### config.mk
export PLATFORM = sky130hd
export DESIGN_NAME = multi_cycle_controller_flat
export DESIGN_NICKNAME = d
export VERILOG_FILES = /design/src/rtl/multi_cycle_controller_if.sv /design/src/rtl/multi_cycle_controller.sv /design/src/flat_wrapper.sv
export SDC_FILE = /design/constraint.sdc
export NUM_CORES = 1
export LEC_CHECK = 0
export CAP_MARGIN = 10
export CORE_MARGIN = 2
export CORE_UTILIZATION = 43
export DETAILED_ROUTE_END_ITERATION = 7
export PLACE_DENSITY = 0.84
export SLEW_MARGIN = 20
export SYNTH_ARGS = -nofsm -noshare
export SYNTH_HDL_FRONTEND = slang
export SYNTH_SLANG_ARGS = --single-unit
### constraint.sdc
create_clock -name clk -period 3.4 [get_ports clk]
set_clock_uncertainty 0.1 [all_clocks]
set_input_delay 0.68 -clock clk [delete_from_list [all_inputs] [get_ports clk]]
set_output_delay 0.68 -clock clk [all_outputs]
set_load 0.005 [all_outputs]
### src/rtl/multi_cycle_controller_if.sv
// rtl/multi_cycle_controller_if.sv - control bundle between the multi-cycle controller and its datapath
interface multi_cycle_controller_if;
    logic [5:0] opcode;
    logic [5:0] func;
    logic       zero;
    logic       mem_ready;
    logic       i_or_d;
    logic       mem_read;
    logic       mem_write;
    logic       ir_write;
    logic       reg_dst;
    logic       mem_to_reg;
    logic       reg_write;
    logic       alu_src_a;
    logic [1:0] alu_src_b;
    logic [2:0] alu_operation;
    logic [1:0] pc_src;
    logic       pc_write;

    modport master (
        input  opcode, func, zero, mem_ready,
        output i_or_d, mem_read, mem_write, ir_write, reg_dst, mem_to_reg,
               reg_write, alu_src_a, alu_src_b, alu_operation, pc_src, pc_write
    );

    modport slave (
        output opcode, func, zero, mem_ready,
        input  i_or_d, mem_read, mem_write, ir_write, reg_dst, mem_to_reg,
               reg_write, alu_src_a, alu_src_b, alu_operation, pc_src, pc_write
    );
endinterface

### src/rtl/multi_cycle_controller.sv
// rtl/multi_cycle_controller.sv - multi-cycle MIPS sequencing FSM; MULTI_CYCLE_CONTROLLER_PERF_CNT_EN adds instr/stall counters
module multi_cycle_controller (
    input  logic                       clk,
    input  logic                       rst,
    multi_cycle_controller_if.master   bus
`ifdef MULTI_CYCLE_CONTROLLER_PERF_CNT_EN
    ,
    output logic [31:0]                instr_count,
    output logic [31:0]                stall_count
`endif
);

    typedef enum logic [3:0] {
        S_FETCH, S_DECODE, S_MEM_ADDR, S_MEM_READ, S_MEM_WB, S_MEM_WRITE,
        S_R_EXEC, S_R_WB, S_I_EXEC, S_I_WB, S_BRANCH, S_JUMP
    } state_t;

    localparam logic [5:0] OP_RTYPE = 6'b000000;
    localparam logic [5:0] OP_J     = 6'b000010;
    localparam logic [5:0] OP_BEQ   = 6'b000100;
    localparam logic [5:0] OP_BNE   = 6'b000101;
    localparam logic [5:0] OP_ADDI  = 6'b001000;
    localparam logic [5:0] OP_ANDI  = 6'b001100;
    localparam logic [5:0] OP_LW    = 6'b100011;
    localparam logic [5:0] OP_SW    = 6'b101011;

    localparam logic [2:0] ALU_ADD = 3'b010;
    localparam logic [2:0] ALU_SUB = 3'b110;
    localparam logic [2:0] ALU_AND = 3'b000;
    localparam logic [2:0] ALU_OR  = 3'b001;
    localparam logic [2:0] ALU_SLT = 3'b111;

    state_t     state;
    state_t     next_state;
    logic [2:0] r_op;
    logic [2:0] i_op;

    // opcode/func are stable from DECODE onward, so the EXEC and WB states share one decode
    always_comb begin
        case (bus.func)
            6'b100000: r_op = ALU_ADD;
            6'b100010: r_op = ALU_SUB;
            6'b100100: r_op = ALU_AND;
            6'b100101: r_op = ALU_OR;
            6'b101010: r_op = ALU_SLT;
            default:   r_op = ALU_ADD;
        endcase
        i_op = (bus.opcode == OP_ANDI) ? ALU_AND : ALU_ADD;
    end

    always_ff @(posedge clk) begin
        if (rst)
            state <= S_FETCH;
        else
            state <= next_state;
    end

    always_comb begin
        next_state        = state;
        bus.i_or_d        = 1'b0;
        bus.mem_read      = 1'b0;
        bus.mem_write     = 1'b0;
        bus.ir_write      = 1'b0;
        bus.reg_dst       = 1'b0;
        bus.mem_to_reg    = 1'b0;
        bus.reg_write     = 1'b0;
        bus.alu_src_a     = 1'b0;
        bus.alu_src_b     = 2'b00;
        bus.alu_operation = ALU_ADD;
        bus.pc_src        = 2'b00;
        bus.pc_write      = 1'b0;
        case (state)
            S_FETCH: begin
                bus.mem_read  = 1'b1;
                bus.alu_src_b = 2'b01;
                bus.ir_write  = bus.mem_ready;
                bus.pc_write  = bus.mem_ready;
                if (bus.mem_ready)
                    next_state = S_DECODE;
            end
            S_DECODE: begin
                bus.alu_src_b = 2'b11;
                case (bus.opcode)
                    OP_LW, OP_SW:     next_state = S_MEM_ADDR;
                    OP_RTYPE:         next_state = S_R_EXEC;
                    OP_ADDI, OP_ANDI: next_state = S_I_EXEC;
                    OP_BEQ, OP_BNE:   next_state = S_BRANCH;
                    OP_J:             next_state = S_JUMP;
                    default:          next_state = S_FETCH;
                endcase
            end
            S_MEM_ADDR: begin
                bus.alu_src_a = 1'b1;
                bus.alu_src_b = 2'b10;
                next_state    = (bus.opcode == OP_SW) ? S_MEM_WRITE : S_MEM_READ;
            end
            S_MEM_READ: begin
                bus.i_or_d   = 1'b1;
                bus.mem_read = 1'b1;
                if (bus.mem_ready)
                    next_state = S_MEM_WB;
            end
            S_MEM_WB: begin
                bus.mem_to_reg = 1'b1;
                bus.reg_write  = 1'b1;
                next_state     = S_FETCH;
            end
            S_MEM_WRITE: begin
                bus.i_or_d    = 1'b1;
                bus.mem_write = 1'b1;
                if (bus.mem_ready)
                    next_state = S_FETCH;
            end
            S_R_EXEC: begin
                bus.alu_src_a     = 1'b1;
                bus.alu_operation = r_op;
                next_state        = S_R_WB;
            end
            S_R_WB: begin
                bus.reg_dst       = 1'b1;
                bus.reg_write     = 1'b1;
                bus.alu_operation = r_op;
                next_state        = S_FETCH;
            end
            S_I_EXEC: begin
                bus.alu_src_a     = 1'b1;
                bus.alu_src_b     = 2'b10;
                bus.alu_operation = i_op;
                next_state        = S_I_WB;
            end
            S_I_WB: begin
                bus.reg_write     = 1'b1;
                bus.alu_operation = i_op;
                next_state        = S_FETCH;
            end
            S_BRANCH: begin
                bus.alu_src_a     = 1'b1;
                bus.alu_operation = ALU_SUB;
                bus.pc_src        = 2'b01;
                bus.pc_write      = (bus.opcode == OP_BNE) ? ~bus.zero : bus.zero;
                next_state        = S_FETCH;
            end
            S_JUMP: begin
                bus.pc_src   = 2'b10;
                bus.pc_write = 1'b1;
                next_state   = S_FETCH;
            end
            default: next_state = S_FETCH;
        endcase
        // reset masks every strobe so nothing in the datapath is written while it is held
        if (rst) begin
            bus.i_or_d        = 1'b0;
            bus.mem_read      = 1'b0;
            bus.mem_write     = 1'b0;
            bus.ir_write      = 1'b0;
            bus.reg_dst       = 1'b0;
            bus.mem_to_reg    = 1'b0;
            bus.reg_write     = 1'b0;
            bus.alu_src_a     = 1'b0;
            bus.alu_src_b     = 2'b00;
            bus.alu_operation = ALU_ADD;
            bus.pc_src        = 2'b00;
            bus.pc_write      = 1'b0;
        end
    end

`ifdef MULTI_CYCLE_CONTROLLER_PERF_CNT_EN
    logic completing;
    logic stalling;

    // FETCH->FETCH is a stall and DECODE->FETCH is the illegal-opcode path; neither retires
    assign completing = (next_state == S_FETCH) && (state != S_FETCH) && (state != S_DECODE);
    assign stalling   = ((state == S_FETCH) || (state == S_MEM_READ) || (state == S_MEM_WRITE))
                        && !bus.mem_ready;

    always_ff @(posedge clk) begin
        if (rst) begin
            instr_count <= 32'd0;
            stall_count <= 32'd0;
        end else begin
            if (completing)
                instr_count <= instr_count + 32'd1;
            if (stalling)
                stall_count <= stall_count + 32'd1;
        end
    end
`endif

endmodule
### src/flat_wrapper.sv
// flat-port wrapper written by rule: the top's interface ports become plain ports
module multi_cycle_controller_flat 
  (clk, rst, bus_opcode, bus_func, bus_zero, bus_mem_ready, bus_i_or_d, bus_mem_read, bus_mem_write, bus_ir_write, bus_reg_dst, bus_mem_to_reg, bus_reg_write, bus_alu_src_a, bus_alu_src_b, bus_alu_operation, bus_pc_src, bus_pc_write);
  multi_cycle_controller_if bus_i ();
  input  logic clk;
  input  logic rst;
  input wire logic [$bits(bus_i.opcode)-1:0] bus_opcode;
  input wire logic [$bits(bus_i.func)-1:0] bus_func;
  input wire logic [$bits(bus_i.zero)-1:0] bus_zero;
  input wire logic [$bits(bus_i.mem_ready)-1:0] bus_mem_ready;
  output wire logic [$bits(bus_i.i_or_d)-1:0] bus_i_or_d;
  output wire logic [$bits(bus_i.mem_read)-1:0] bus_mem_read;
  output wire logic [$bits(bus_i.mem_write)-1:0] bus_mem_write;
  output wire logic [$bits(bus_i.ir_write)-1:0] bus_ir_write;
  output wire logic [$bits(bus_i.reg_dst)-1:0] bus_reg_dst;
  output wire logic [$bits(bus_i.mem_to_reg)-1:0] bus_mem_to_reg;
  output wire logic [$bits(bus_i.reg_write)-1:0] bus_reg_write;
  output wire logic [$bits(bus_i.alu_src_a)-1:0] bus_alu_src_a;
  output wire logic [$bits(bus_i.alu_src_b)-1:0] bus_alu_src_b;
  output wire logic [$bits(bus_i.alu_operation)-1:0] bus_alu_operation;
  output wire logic [$bits(bus_i.pc_src)-1:0] bus_pc_src;
  output wire logic [$bits(bus_i.pc_write)-1:0] bus_pc_write;
  assign bus_i.opcode = bus_opcode;
  assign bus_i.func = bus_func;
  assign bus_i.zero = bus_zero;
  assign bus_i.mem_ready = bus_mem_ready;
  assign bus_i_or_d = bus_i.i_or_d;
  assign bus_mem_read = bus_i.mem_read;
  assign bus_mem_write = bus_i.mem_write;
  assign bus_ir_write = bus_i.ir_write;
  assign bus_reg_dst = bus_i.reg_dst;
  assign bus_mem_to_reg = bus_i.mem_to_reg;
  assign bus_reg_write = bus_i.reg_write;
  assign bus_alu_src_a = bus_i.alu_src_a;
  assign bus_alu_src_b = bus_i.alu_src_b;
  assign bus_alu_operation = bus_i.alu_operation;
  assign bus_pc_src = bus_i.pc_src;
  assign bus_pc_write = bus_i.pc_write;
  multi_cycle_controller u_core (.clk(clk), .rst(rst), .bus(bus_i));
endmodule
=== Yosys cells after proc, flatten, opt, wreduce, memory -nomap -nowiden ===
Cells that the tools add are included.
W data, S select, Z words.

* Flip-flop bits (word level): 4
* Word-level logic and storage cells: 73
* Output and inout port bits: 16
* Bits of input ports: 16

* Reduce and logical (&&, ||, !) cells: 13
* Muxes and demuxes: 33
* Eq/ne operators: 25
* Bitwise logic cells: 1

{| class="wikitable"
|+ Operator list
! cell !! count
|-
| $eq A6 B6 Y1 const B || 6
|-
| $pmux W4 S7 || 1
|-
| $pmux W4 S5 || 1
|-
| $mux W1 || 18
|-
| $eq A4 B3 Y1 const B || 4
|-
| $eq A4 B4 Y1 const B || 4
|-
| $reduce_or A2 Y1 || 8
|-
| $eq A6 B3 Y1 const B || 2
|-
| $eq A6 B4 Y1 const B || 2
|-
| $mux W4 || 3
|-
| $pmux W3 S4 || 1
|-
| $pmux W3 S3 || 1
|-
| $eq A4 B2 Y1 const B || 2
|-
| $eq A6 B2 Y1 const B || 1
|-
| $logic_not A6 Y1 || 1
|-
| $mux W2 || 3
|-
| $mux W3 || 2
|-
| $ne A2 B2 Y1 const B || 3
|-
| $pmux W2 S3 || 1
|-
| $eq A4 B1 Y1 const B || 1
|-
| $logic_not A4 Y1 || 1
|-
| $pmux W2 S2 || 1
|-
| $reduce_or A4 Y1 || 1
|-
| $pmux W1 S3 || 1
|-
| 3 further kinds || 3
|}

=== Logic depth before layout (Yosys ltp) ===
Gate-level depths: netlist of run 1.

* Depth after elaboration: 4
* Gate-level depth with buffers: 6
* Mapped depth without buffers: 4

=== Least setup slack after synthesis of run 1 ===
OpenSTA, ideal clock, no wires.

* Kind: input to output
* From: input bus_opcode[1]
* To: output bus_pc_write
* Cell stages on the path: 5
* Arrival: 1.862 ns
* Data required time: 2.620 ns
* Path buffers: 1
* Setup slack: 0.758 ns
* Path through: clkbuf_1 > or3b_1 > nor4b_2 > xnor2_1 > a221oi_1

* Word-level cells in the longest chain between the ends: 4

{| class="wikitable"
|+ RTL lines
! item !! RTL line !! text
|-
| start: declaration || flat_wrapper.sv:7 || <nowiki>input wire logic [$bits(bus_i.opcode)-1:0] bus_opcode;</nowiki>
|-
| $eq A6 B3 Y1 || multi_cycle_controller.sv:140 || <nowiki>bus.pc_write = (bus.opcode == OP_BNE) ? ~bus.zero : bus.zero;</nowiki>
|-
| $mux W1 || multi_cycle_controller.sv:140 ||
|-
| $pmux W1 S3 || multi_cycle_controller.sv:72 || <nowiki>case (state)</nowiki>
|-
| $mux W1 || multi_cycle_controller.sv:151 || <nowiki>if (rst) begin</nowiki>
|-
| end: declaration || flat_wrapper.sv:22 || <nowiki>output wire logic [$bits(bus_i.pc_write)-1:0] bus_pc_write;</nowiki>
|}

No other way between the ends.

=== Final worst setup path of run 1 ===
* From: input bus_opcode[2]
* To: output bus_pc_write

The elaborated chain is that of the path after synthesis.

==> results of run 1 <==
cell families (layout without fill, tap and decap cells):
kind of cell	count (synthesis)	count (layout)	synth area share [%]
AO/OA/AOI/OAI	28	28	28.6
buffers and inverters	13	42	8.30
AND/OR/NAND/NOR	60	60	47.2
XOR/XNOR	2	2	2.58
flip-flops	4	4	11.8
multiplexers	1	1	1.48
worst max-delay path, cell delays in order:
cell	delay [ns]
clkdlybuf4s50_1	0.46
or3b_1	0.40
nor4b_2	0.30
xnor2_1	0.09
a221oi_1	0.24
dlygate4sd2_1	0.27
cells in the mapped netlist, types with 2 or more instances:
| cell | number | share of area, % |
|---|---|---|
| inv_1 | 2 | 1.1 |
| a31oi_1 | 4 | 3.7 |
| dfxtp_1 | 4 | 12 |
| o21ai_0 | 5 | 3.7 |
| nand3_1 | 3 | 2.2 |
| nor2b_1 | 5 | 4.6 |
| nand3b_1 | 2 | 2.2 |
| nand4_1 | 3 | 2.8 |
| a22o_1 | 2 | 2.6 |
| nor3_1 | 11 | 8.1 |
| a311oi_1 | 2 | 2.6 |
| xnor2_1 | 2 | 2.6 |
| a2111oi_0 | 2 | 2.6 |
| nor2_1 | 16 | 8.9 |
| a21oi_1 | 5 | 3.7 |
| o22ai_1 | 3 | 2.8 |
| clkbuf_1 | 9 | 5.0 |
| nand2b_1 | 4 | 3.7 |
| nand2_1 | 7 | 3.9 |
| nor4_1 | 2 | 1.8 |
cell type report:
cell class	count	area [sq um]	area share, %
timing repair buffer	37	354	34.4
clock buffer	3	22.5	2.19
sequential	4	80.1	7.78
tap	16	20.0	1.94
inverter	2	7.51	0.729
multi-input combinational	91	546	53.0
how the worst min path moves through the flow:
stage | slack (ns) | endpoint | startpoint | depth (start not counted)
after CTS | 0.68 | u_core.state[2]$_SDFFE_PP0P_ | u_core.state[1]$_SDFFE_PP0P_ | 2
after global routing | 0.75 | u_core.state[2]$_SDFFE_PP0P_ | u_core.state[1]$_SDFFE_PP0P_ | 2
after floorplan | 0.52 | u_core.state[2]$_SDFFE_PP0P_ | u_core.state[2]$_SDFFE_PP0P_ | 3
final | 0.69 | u_core.state[2]$_SDFFE_PP0P_ | u_core.state[1]$_SDFFE_PP0P_ | 2
after detailed placement | 0.68 | u_core.state[2]$_SDFFE_PP0P_ | u_core.state[1]$_SDFFE_PP0P_ | 2
after global placement | 0.67 | u_core.state[2]$_SDFFE_PP0P_ | u_core.state[1]$_SDFFE_PP0P_ | 2
stage by stage:
stage / hold slack [ns] / utilization, % / instances / setup slack (ns) / area (sq um)
detailed placement: 0.678 / 67.5 / 150 / -0.0909 / 1000
global route: 0.750 / 69.2 / 153 / 0.0559 / 1030
floorplan: 0.519 / - / 108 / 0.758 / 678
global placement: 0.673 / 67.5 / 150 / -0.0600 / 1000
finish: 0.688 / 69.2 / 153 / 0.169 / 1030
CTS: 0.680 / 68.9 / 153 / 0.158 / 1030
per-layer routing:
layer / vias up / part of all wire, % / GRT usage, %
li1: 471 / - / -
met1: 427 / 41 / 28.1
met2: 53 / 50 / 42.4
met3: 0 / 8.3 / 6.25
met4: 0 / 0 / 0.606
met5: - / 0 / 0
timing repair:
action                     4_1_cts  5_1_grt
pin swaps                        1        0
gates resized for setup          1        2
hold endpoints to repair         0        0
setup endpoints to repair        1        1
power by group:
group,total (uW),leakage [uW],switching [uW],internal (uW)
registers,59.0,0.0000325,10.0,49.0
clock network,57.8,0.0000138,18.4,39.4
logic,79.0,0.000292,35.0,44.0
total,196,0.000339,63.5,132
==> results.yml, run 1 <==
outcome:
  status: "finished clean"
place:
  portBuffers: 31
  globalplace.congestion: 0.837
  dp_hpwl_mm: 1.57
global_route:
  grt_pass1_wl_mm: 3.44
  grt_pass1_vias: 824
  grt_max_degree: 25
  antenna_found_initial: 0
  grt_use_total_pct: 23.1
  overflow: 0
worst_hold_path:
  hp-class: "reg2reg"
clock_tree:
  holdBufCountCts: 0
  cts_buffer_depth: 2
  cts.clk_slew.worst_paths_ns: 0.04
  cts_tree: "yes"
  numCtsBuffers: 3
  htreeDepth: 1
  post_cts.repair.setup_buffers: 0
  clock_latency_ns: 0.23
  clockRootBuffer: "clkbuf_4"
  cts_sinks: 4
route:
  drt-wirelength-per-cell_um: 13.6
  ant_nets: 0
  drt-initial-drc-count: 36
  drc_errors: 0
  route.vias.total: 951
  dr.pass1.iters: 4
  vias_per_cell: 6.22
  detail_route.wirelength_mm: 2.08
floorplan:
  core-area_sq_um: 1490
  io_pins: 32
  std_cell_rows: 14
  die_h_um: 43.7
  initial_core_util_pct: 45.5
  die-area_sq_um: 1910
  dieWidth_um: 43.7
layout:
  area_growth_pct: 51.8
  drive_gt1_share_pct: 8.03
  antenna_cells: 0
  regMostFlops: "u_core.state"
  largest_register_ffs: 4
  most-common-layout-cells: "clkdlybuf4s50_1 (30), nor2_1 (16), nor3_1 (11)"
  final_nets: 155
  layout_commonest_cell: "clkdlybuf4s50_1"
  reg_top3: "u_core.state (4)"
  fillers: 132
synthesis:
  syn_nets: 124
  synthCells: 108
  synth_edf_count: 0
  synth-main-ff-cell: "dfxtp_1"
  syn_avg_cell_area_sq_um: 6.28
  syn_area_sq_um: 678
  ys_types: 35
  ys_seq_elements: 4
  async_flop_share_pct: 0
  yosysWarnings: 0
  yosysSeqAreaShare_pct: 11.8
timing:
  timing_hold_violations_final: 0
  drv_slew: 0
  post-route-period-util_pct: 95.0
  period_minus_slack_ns: 3.23
  fmax_ghz: 0.310
  worst_slew_pin_slew_ns: 0.743
  fin_tns_setup_ns: 0
  slew_headroom_pct: 50.4
  rsz0062_at_grt: "no"
  finalSetupViolCount: 0
power_and_ir_drop:
  powerDensity_nw_per_um2: 190
  power_leakage_uw: 0.000339
  p_total_uw: 196
  ir_drop_mv: 0.280
setup_path:
  endpoint: "bus_pc_write"
  cp.required_ns: 2.62
  r2r_cells: 4
  crit_start: "bus_opcode[2]"
  reg2reg_to: "u_core.state[2]$_SDFFE_PP0P_"
  critPathArrivalTime_ns: 2.45
  criticalPathCategory: "in2out"
  cp_max_fo: 3
  endpoint_kind: "output port"
  r2r_start: "u_core.state[2]$_SDFFE_PP0P_"
  setup.worst_path.start_class: "input pin"
  ff2ff_setup_slack_ns: 1.32
job:
  maxCapViolCount: 0
Power figures use the tool's default switching activity.
==> run 2, diff against run 1 <==
CORE_UTILIZATION = 50   (was 43)
DONT_BUFFER_PORTS = 1   (was default)
PLACE_DENSITY = default   (was 0.84)
REMOVE_ABC_BUFFERS = 1   (was default)
clock period = 3.95 ns   (was 3.4 ns; I/O delays follow)
==> run 2 against run 1 <==
Non-clock buffer count is 37 lower. Global-route usage shrank 0.25 points. Register-to-register slack improved by 0.56 ns. Combinational power fell by 59%. Setup slack better by 1.0 ns. Clock-buffer cell count did not move. Power down 31%. Final area is 35% lower. Sequential power decreased by 14%. Critical endpoint unchanged. Largest power group is now the clock network. Highest routed layer unchanged.
==> results.yml, run 2 (synthesis gave the netlist of run 1 again) <==
outcome:
  status: "finished clean"
floorplan:
  std_cell_rows: 13
  dieWidth_um: 40.8
  die_h_um: 40.8
  die-area_sq_um: 1670
  initial_core_util_pct: 52.8
  core-area_sq_um: 1280
  io_pins: 32
setup_path:
  setup.worst_path.start_class: "input pin"
  cp_max_fo: 8
  endpoint_kind: "output port"
  cp.required_ns: 3.06
  critPathArrivalTime_ns: 1.84
  criticalPathCategory: "in2out"
timing:
  slew_headroom_pct: 51.6
  worst_slew_pin_slew_ns: 0.725
  fmax_ghz: 0.366
  fin_ws_ns: 1.22
  timing_hold_violations_final: 0
  period_minus_slack_ns: 2.73
  rsz0062_at_grt: "no"
  fin_tns_setup_ns: 0
  post-route-period-util_pct: 69.2
  drv_slew: 0
  finalSetupViolCount: 0
route:
  route.vias.total: 792
  ant_nets: 0
  drt-initial-drc-count: 17
  drc_errors: 0
  drt-wirelength-per-cell_um: 15.7
  detail_route.wirelength_mm: 1.80
  vias_per_cell: 6.89
  dr.pass1.iters: 4
power_and_ir_drop:
  intPower_uw: 91.1
  p_sw_uw: 43.4
  switching_share_pct: 32.3
  clkPwrFrac_pct: 38.2
  powerDensity_nw_per_um2: 201
  p_total_uw: 134
  power_leakage_uw: 0.000189
  ir_drop_mv: 0.162
  power_frac_seq_pct: 37.7
  comb_power_share_pct: 24.0
clock_tree:
  clock_latency_ns: 0.24
  post_cts.repair.setup_buffers: 0
  numCtsBuffers: 3
  cts_sinks: 4
  clockRootBuffer: "clkbuf_4"
  cts_resized: 0
  holdBufCountCts: 0
  htreeDepth: 1
  cts_tree: "yes"
  cts.clk_slew.worst_paths_ns: 0.04
  cts_buffer_depth: 2
layout:
  antenna_cells: 0
  most-common-layout-cells: "nor2_1 (16), nor3_1 (11), nand2_1 (7)"
  largest_register_ffs: 4
  final_nets: 118
  reg_top3: "u_core.state (4)"
  drive_gt1_share_pct: 4.00
  regMostFlops: "u_core.state"
  layout_commonest_cell: "nor2_1"
  area_growth_pct: -1.11
  layoutNonFillerInstCount: 115
place:
  globalplace.congestion: 0.819
  dp_hpwl_mm: 1.30
  portBuffers: 0
  place_ws_ns: 1.20
  dp_cells: 112
global_route:
  overflow: 0
  antenna_found_initial: 0
  grt_pass1_wl_mm: 2.57
  grt_max_degree: 25
  grt_use_total_pct: 22.8
  grt_pass1_vias: 599
worst_hold_path:
  hp-class: "in2reg"
job:
  maxCapViolCount: 0
==> run 2: power groups by stage <==
stage | sequential, uW | clock [uW] | combinational, uW
4_1_cts | 50.4 | 53.4 | 32.4
2_1_floorplan | 48.7 | 0 | 27.1
5_1_grt | 51.4 | 58.7 | 36.2
3_5_place_dp | 51.1 | 0 | 32.3
6_report | 50.7 | 51.4 | 32.3
3_3_place_gp | 50.9 | 0 | 31.9
==> run 2: layout make-up <==
cell class	instances	area, sq um
multi-input combinational	91	542
tap	15	18.8
fill	144	614
inverter	2	7.51
sequential	4	80.1
clock buffer	3	22.5
==> run 2: final timing paths <==
kind              cells after the start                         start                           end  slack (ns)
setup / recovery                      4                 bus_opcode[1]                  bus_pc_write        1.22
setup reg to reg                      4  u_core.state[2]$_SDFFE_PP0P_  u_core.state[2]$_SDFFE_PP0P_        1.88
hold / removal                        2                 bus_mem_ready  u_core.state[0]$_SDFFE_PP0P_        0.66
hold reg to reg                       2  u_core.state[1]$_SDFFE_PP0P_  u_core.state[2]$_SDFFE_PP0P_        0.68
==> run 2: worst max-delay path, cell delays in order <==
cell and delay, ns:
or3b_1 0.41, nor4b_2 0.25, xnor2_1 0.09, a221oi_1 0.30
==> run 2: routing by layer <==
layer / global-route usage, % / wire length [um] / up-vias
li1: - / - / 397
met5: 0 / 0 / -
met4: 0 / 0 / 0
met1: 28.4 / 800 / 359
met3: 9.78 / 143 / 0
met2: 38.3 / 857 / 36
==> run 2: per-stage QoR <==
stage | instance area, sq um | util [%] | hold slack (ns)
6_report | 671 | 52.2 | 0.660
5_1_grt | 671 | 52.2 | 0.651
4_1_cts | 671 | 52.2 | 0.654
3_5_place_dp | 648 | 50.4 | 0.680
3_3_place_gp | 648 | 50.4 | 0.677
2_1_floorplan | 629 | - | 0.572
==> run 3, diff against run 2 <==
PLACE_DENSITY = 0.68   (was default)
clock period = 2.4 ns   (was 3.95 ns; I/O delays follow)
==> run 3 against run 2 <==
Power increased by 66%. Worst hold slack got worse by 0.31 ns. Core utilization increased by 1.8 points. First-iteration DRC count increased by 29%. Largest power group unchanged. Sequential share of layout area decreased by 0.39 points. Non-clock buffer count increased by 3. Highest routed layer is now met4. Flip-flop and latch count unchanged. Sequential power increased by 63%. Largest cell class unchanged. Routed wire length increased by 4.3%. Setup slack got worse by 1.0 ns.
==> results.yml, run 3 (synthesis gave the netlist of run 1 again) <==
outcome:
  status: "finished clean"
route:
  route.vias.total: 793
  drt-initial-drc-count: 22
  ant_nets: 0
  drc_errors: 0
  dr.pass1.iters: 4
  vias_per_cell: 6.72
  drt-wirelength-per-cell_um: 15.9
  detail_route.wirelength_mm: 1.88
clock_tree:
  cts_sinks: 4
  post_cts.repair.setup_buffers: 0
  htreeDepth: 1
  clock_latency_ns: 0.24
  holdBufCountCts: 0
  cts_tree: "yes"
  clockRootBuffer: "clkbuf_4"
  cts_resized: 0
  numCtsBuffers: 3
  cts_buffer_depth: 2
  cts.clk_slew.worst_paths_ns: 0.04
setup_path:
  criticalPathCategory: "reg2out"
  cp.required_ns: 1.82
  worstPathCellList: "nor2_1 > a2111oi_0"
  cp_max_fo: 17
  cp_num_buf_inv: 0
  critPathArrivalTime_ns: 1.61
  setup.worst_path.start_class: "register"
  endpoint_kind: "output port"
  cp_slowest_cell: "dfxtp_1"
  ff2ff_setup_slack_ns: 0.33
  crit_family: "flip-flops"
  max_stage_delay_ns: 0.65
global_route:
  grt_use_total_pct: 24.7
  grt_max_degree: 25
  overflow: 0
  grt_pass1_wl_mm: 2.80
  antenna_found_initial: 0
  grt_pass1_vias: 653
timing:
  finalSetupViolCount: 0
  slew_headroom_pct: 52.0
  timing_hold_violations_final: 0
  fin_tns_setup_ns: 0
  drv_slew: 0
  worst_slew_pin_slew_ns: 0.719
  fmax_ghz: 0.457
  period_minus_slack_ns: 2.19
  post-route-period-util_pct: 91.1
  rsz0062_at_grt: "no"
layout:
  most-common-layout-cells: "nor2_1 (16), nor3_1 (11), nand2_1 (7)"
  largest_register_ffs: 4
  final_util_pct: 53.9
  final_nets: 121
  area_growth_pct: 2.21
  antenna_cells: 0
  drive_gt1_share_pct: 6.80
  layout_commonest_cell: "nor2_1"
  regMostFlops: "u_core.state"
  reg_top3: "u_core.state (4)"
floorplan:
  core-area_sq_um: 1280
  dieWidth_um: 40.8
  die-area_sq_um: 1670
  std_cell_rows: 13
  die_h_um: 40.8
  io_pins: 32
  initial_core_util_pct: 52.8
place:
  dp_hpwl_mm: 1.37
  portBuffers: 0
  globalplace.congestion: 0.798
power_and_ir_drop:
  power_leakage_uw: 0.000205
  ir_drop_mv: 0.367
  p_total_uw: 224
  powerDensity_nw_per_um2: 322
worst_hold_path:
  hp-class: "in2reg"
job:
  maxCapViolCount: 0
-- run 3: changes by cell type in the layout (fill, tap and decap cells not counted) --
cell   change
buf_4      +3
-- run 3: final timing paths --
kind / cells after the start / end / startpoint
setup / recovery: 2 / bus_alu_src_a / u_core.state[3]$_SDFFE_PP0P_
hold / removal: 2 / u_core.state[0]$_SDFFE_PP0P_ / bus_mem_ready
setup reg to reg: 4 / u_core.state[2]$_SDFFE_PP0P_ / u_core.state[0]$_SDFFE_PP0P_
hold reg to reg: 2 / u_core.state[2]$_SDFFE_PP0P_ / u_core.state[1]$_SDFFE_PP0P_
-- run 3: report_power, final --
part	internal (uW)	switching [uW]
Sequential	69.4	13.2
Clock	56.0	28.4
Combinational	26.3	30.2
-- run 3: metal layers --
metal  wire (um)  GRT usage, %
met1         864          33.8
met2         850          35.2
met3         151          12.5
met4          12          2.50
met5           0             0
-- run 3: worst register-to-register path, cell delays in order, from the launching register on --
cell	delay, ns
dfxtp_1	0.78
a21oi_1	0.09
or3_1	0.33
o32a_1	0.37
nor4_1	0.30
-- run 3: cell type report --
| type | instances | area (sq um) |
|---|---|---|
| Fill cell | 133 | 592 |
| Multi-Input combinational cell | 91 | 542 |
| Sequential cell | 4 | 80.1 |
| Clock buffer | 3 | 22.5 |
| Timing Repair Buffer | 3 | 22.5 |
| Tap cell | 15 | 18.8 |
| Inverter | 2 | 7.51 |
-- run 3: through the flow --
| step | hold WS [ns] | instance area [sq um] | setup WS, ns | std cells |
|---|---|---|---|---|
| after detailed placement | 0.595 | 671 | 0.243 | 115 |
| after global routing | 0.359 | 693 | 0.0784 | 118 |
| after CTS | 0.353 | 693 | 0.230 | 118 |
| after global placement | 0.588 | 671 | 0.252 | 115 |
| after floorplan | 0.572 | 629 | 0.327 | 97 |
| final | 0.353 | 693 | 0.213 | 118 |
